**config.mk**
```make
export PLATFORM = sky130hd
export DESIGN_NAME = fifo_param
export DESIGN_NICKNAME = d
export VERILOG_FILES = /design/src/rtl/fifo_param.sv
export SDC_FILE = /design/constraint.sdc
export NUM_CORES = 1
export LEC_CHECK = 0
export CAP_MARGIN = 20
export CORE_UTILIZATION = 50
export CTS_CLUSTER_SIZE = 30
export DETAILED_ROUTE_END_ITERATION = 10
export PLACE_DENSITY = 0.75
export SYNTH_ARGS = -nofsm -noshare
export SYNTH_HDL_FRONTEND = slang
export SYNTH_SLANG_ARGS = --single-unit
```
**constraint.sdc**
```tcl
create_clock -name clk -period 3 [get_ports clk]
set_input_delay 0.6 -clock clk [delete_from_list [all_inputs] [get_ports clk]]
set_output_delay 0.6 -clock clk [all_outputs]
set_load 0.02 [all_outputs]
```
**src/rtl/fifo_param.sv**
```systemverilog
// fifo_param: synchronous FIFO with power-of-two depth, selectable
// registered or first-word-fall-through read, runtime almost-full/
// almost-empty thresholds, occupancy count and sticky error reporting.
module fifo_param #(
    parameter int DATA_W = 6,
    parameter int ADDR_W = 2,
    parameter int FWFT   = 0
) (
    input  logic              clk,
    input  logic              reset,
    input  logic [DATA_W-1:0] data_in,
    input  logic              wr,
    input  logic              rd,
    input  logic [ADDR_W:0]   umbral_af,
    input  logic [ADDR_W:0]   umbral_ae,
    input  logic              err_clr,
    output logic [DATA_W-1:0] data_out,
    output logic              valid_out,
    output logic [ADDR_W:0]   count,
    output logic              full,
    output logic              empty,
    output logic              almost_full,
    output logic              almost_empty,
    output logic              pause,
    output logic              can_pop,
    output logic              wr_error,
    output logic              rd_error,
    output logic              error
);

    localparam int              DEPTH   = 1 << ADDR_W;
    localparam logic [ADDR_W:0] DEPTH_C = (ADDR_W+1)'(DEPTH);

    logic [DATA_W-1:0] mem [DEPTH];
    logic [ADDR_W:0]   wr_ptr;
    logic [ADDR_W:0]   rd_ptr;
    logic              rd_acc;
    logic              wr_acc;
    logic              wr_err_nx;
    logic              rd_err_nx;
    logic [ADDR_W+1:0] af_sum;

    // Acceptance: a write into a full FIFO is allowed when a read frees a slot the same cycle.
    always_comb begin
        rd_acc    = rd && (count != '0);
        wr_acc    = wr && ((count != DEPTH_C) || rd_acc);
        wr_err_nx = wr && !wr_acc;
        rd_err_nx = rd && !rd_acc;
    end

    // Pointer and occupancy registers.
    always_ff @(posedge clk or negedge reset) begin
        if (!reset) begin
            wr_ptr <= '0;
            rd_ptr <= '0;
            count  <= '0;
        end else begin
            if (wr_acc) wr_ptr <= wr_ptr + 1'b1;
            if (rd_acc) rd_ptr <= rd_ptr + 1'b1;
            case ({wr_acc, rd_acc})
                2'b10:   count <= count + 1'b1;
                2'b01:   count <= count - 1'b1;
                default: count <= count;
            endcase
        end
    end

    // Storage array, written on accepted writes only (not reset).
    always_ff @(posedge clk) begin
        if (wr_acc) mem[wr_ptr[ADDR_W-1:0]] <= data_in;
    end

    // Error pulses and sticky error; a new error beats a simultaneous clear.
    always_ff @(posedge clk or negedge reset) begin
        if (!reset) begin
            wr_error <= 1'b0;
            rd_error <= 1'b0;
            error    <= 1'b0;
        end else begin
            wr_error <= wr_err_nx;
            rd_error <= rd_err_nx;
            error    <= (error && !err_clr) || wr_err_nx || rd_err_nx;
        end
    end

    // Status flags from registered count and live thresholds.
    // almost_full compares count + threshold against DEPTH in a wider
    // width so thresholds larger than DEPTH cannot underflow.
    always_comb begin
        af_sum       = {1'b0, count} + {1'b0, umbral_af};
        full         = (count == DEPTH_C);
        empty        = (count == '0);
        almost_full  = (af_sum >= (ADDR_W+2)'(DEPTH));
        almost_empty = (count <= umbral_ae);
        pause        = almost_full;
        can_pop      = !empty;
    end

    generate
        if (FWFT != 0) begin : g_fwft
            // Head word is presented combinationally while the FIFO holds data.
            always_comb begin
                data_out  = mem[rd_ptr[ADDR_W-1:0]];
                valid_out = (count != '0);
            end
        end else begin : g_reg
            // Registered read: one-cycle valid pulse per accepted read, data held otherwise.
            always_ff @(posedge clk or negedge reset) begin
                if (!reset) begin
                    data_out  <= '0;
                    valid_out <= 1'b0;
                end else begin
                    valid_out <= rd_acc;
                    if (rd_acc) data_out <= mem[rd_ptr[ADDR_W-1:0]];
                end
            end
        end
    endgenerate

endmodule
```
==> flow_summary.toml <==
[global_route]
gr-total-overflow = 0
grt_pass1_vias = 1130
grt_max_degree = 18
grt_pass1_wl_microns = 5200
antenna_found_initial = 0
grt_usage = 0.174

[pwr]
peakVddDrop_mv = 0.428
cellPowerDensity_nw_per_um2 = 982
power_leakage_uw = 0.000945

[clock_tree]
cts_root_buffer = "clkbuf_8"
clk_pin_slew_ns = 0.07
cts_buffer_depth = 2
cts_tree = "done"
clock-sinks = 41
cts_max_level = 2
clk_latency_ns = 0.28
post_cts_buffers = 0
cts_buffers = 5

[die]
dieArea_sq_um = 4000
io_pins = 36
rows = 21
die_y_microns = 63.3
core_area_sq_um = 3470
start_util = 0.541
die_w_microns = 63.3

[place]
dp_slack_ns = -0.0847
placed_cell_area_sq_um = 2260
gp_congestion = 0.777
hpwl_microns = 2250
port_buffers = 35

[routing]
drc_errors = 0
drtAntennaViolNets = 0
dr_total_vias = 1077
drt-wirelength-per-cell_microns = 14.3
drt_first_iter_violations = 57
drtPass1Iterations = 4
totalWireLength_microns = 3020
via_per_inst = 5.10

[critical_path]
crit_fanout = 2
critical-path-top-delay-family = "buffers and inverters"
r2r_cells = 6
slowest_stage = "clkdlybuf4s50_1"
cp_cell_sequence = "clkdlybuf4s50_1 -> inv_1 -> ha_1 -> nor2b_1 -> o21a_1 -> o21ai_0 -> dlygate4sd2_1"
crit_arrival_ns = 2.19
criticalPathCategory = "input pin to output port"
cp_slowest_stage_delay_ns = 0.46
cp.depth = 7
critPathBufInv = 3
worst_setup_path_start_kind = "input pin"
crit_required_ns = 2.40
cp-end-kind = "output port"

[logic_synthesis]
syn_nets = 153
synthCells = 126
ys_seq_area_frac = 0.610
synth.ff_latch_count = 41
yosys-top-cells-area = "edfxtp_1 (38%), dfrtp_1 (23%), mux4_2 (7.2%), ha_1 (6.0%), mux2_2 (3.6%)"
ys_types = 36
yosysWarnings = 0
synth_top_area_share = 0.384
netlist_area_sq_um = 1880
yosysTopAreaCell = "edfxtp_1"
syn_area_per_cell_sq_um = 14.9

[cells_and_area]
postLayoutCellArea_sq_um = 2370
drive_above_1_share = 0.188
final_common_cell = "clkdlybuf4s50_1"
register_area_sq_um = 1150
fillers = 252
synthToLayoutAreaGrowth_pct = 26.2
nets = 191
antennaDiodeCount = 0
utilization = 0.683
multi_input_area_sq_um = 649
final_cell_mix = "clkdlybuf4s50_1 (34), edfxtp_1 (24), dfrtp_1 (17)"

[sta]
finalCritPeriodShare = 0.929
hold_viol = 0
slew_headroom = 0.476
fin_tns_setup_ns = 0
fmax_ghz = 0.359
skew_ns = 0.00579
hold_ws_ns = 0.506
min_period_ns = 2.79
report.final.slew_viol_count = 0
rsz0062_at_grt = "no"
worst_pin_slew_ns = 0.783
setup_violations = 0
setup_slack_ns = 0.214

[status]
run_status = "finished, final reports clean"

[worst_hold_path]
hp-class = "flip-flop to flip-flop"
hold_depth = 1

[flow_run]
max-cap-violations = 0
## final timing paths
check,from,endpoint,slack [ns]
setup reg to reg,count[1]$_DFFE_PN0P_,count[2]$_DFFE_PN0P_,0.88
hold reg to reg,data_out[4]$_DFFE_PN0P_,data_out[4]$_DFFE_PN0P_,0.51
setup / recovery,umbral_ae[1],almost_empty,0.21
hold / removal,data_out[4]$_DFFE_PN0P_,data_out[4]$_DFFE_PN0P_,0.51
min in group asynchronous,reset,count[0]$_DFFE_PN0P_,0.77
max in group asynchronous,reset,wr_ptr[1]$_DFFE_PN0P_,1.74
## state kept, by name (all words and copies together), names as in the netlist
name,flops
data_out,6
count,3
wr_ptr,2
wr_error,1
valid_out,1
rd_error,1
mem,24
error,1
rd_ptr,2
## cells by family (layout without fill, tap and decap cells)
| kind of cell | count (synthesis) | in the layout | synth area share |
|---|---|---|---|
| compound gates | 13 | 13 | 0.0540 |
| mux | 13 | 13 | 0.116 |
| buf+inv | 17 | 56 | 0.0440 |
| simple gates | 27 | 27 | 0.0819 |
| fa+ha+maj | 10 | 10 | 0.0706 |
| xor+xnor | 5 | 5 | 0.0233 |
| flops | 41 | 41 | 0.610 |
## synthesized netlist by cell type
| cell | count |
|---|---|
| or3b_1 | 1 |
| mux2_4 | 1 |
| nand3_1 | 4 |
| mux4_2 | 6 |
| mux2_2 | 6 |
| edfxtp_1 | 24 |
| nor2b_1 | 2 |
| a21oi_1 | 2 |
| nor4_1 | 1 |
| buf_2 | 3 |
| buf_4 | 2 |
| a221o_1 | 1 |
| inv_1 | 10 |
| xor2_1 | 2 |
| nor3_1 | 1 |
| dfrtp_1 | 17 |
| buf_1 | 1 |
| and3_1 | 2 |
| o31a_2 | 1 |
| o22ai_1 | 1 |
| ha_1 | 9 |
| o21ba_2 | 1 |
| buf_6 | 1 |
| fa_1 | 1 |
| o31ai_1 | 1 |
| o21a_1 | 1 |
| or2_4 | 1 |
| nand2_1 | 5 |
| nand3b_1 | 1 |
| o31a_4 | 1 |
| o21ai_0 | 3 |
| nor2_1 | 4 |
| and2_2 | 4 |
| o211ai_1 | 1 |
| and3b_1 | 1 |
| xnor2_1 | 3 |
## cell type report
class / count / area share
inverter: 10 / 0.0158
timing repair buffer: 38 / 0.157
multi-input combinational: 68 / 0.274
clock inverter: 2 / 0.0148
clock buffer: 6 / 0.0306
sequential: 41 / 0.484
tap: 46 / 0.0243
## through the flow
stage | total power [uW] | cells
global route | 2480 | 211
floorplan | 1580 | 126
finish | 2330 | 211
detailed placement | 1950 | 203
CTS | 2360 | 211
global placement | 1900 | 203
## routing by layer
layer	vias to the layer above	share of wire	global-route usage
met5	-	0	0
met4	0	0.0050	0.0426
met3	2	0.036	0.0453
met2	23	0.54	0.331
met1	525	0.41	0.190
li1	527	-	-
## what timing repair did
| item | in CTS | in global routing |
|---|---|---|
| hold buffers | 0 | 0 |
| gates resized for setup | 1 | 0 |
| setup endpoints to repair | 1 | 0 |
## where the power goes
group,internal [uW],total [uW],switching [uW]
sequential,775,924,149
clock,247,417,171
combinational,532,986,455
total,1550,2330,775
Power figures use the tool's default switching activity.
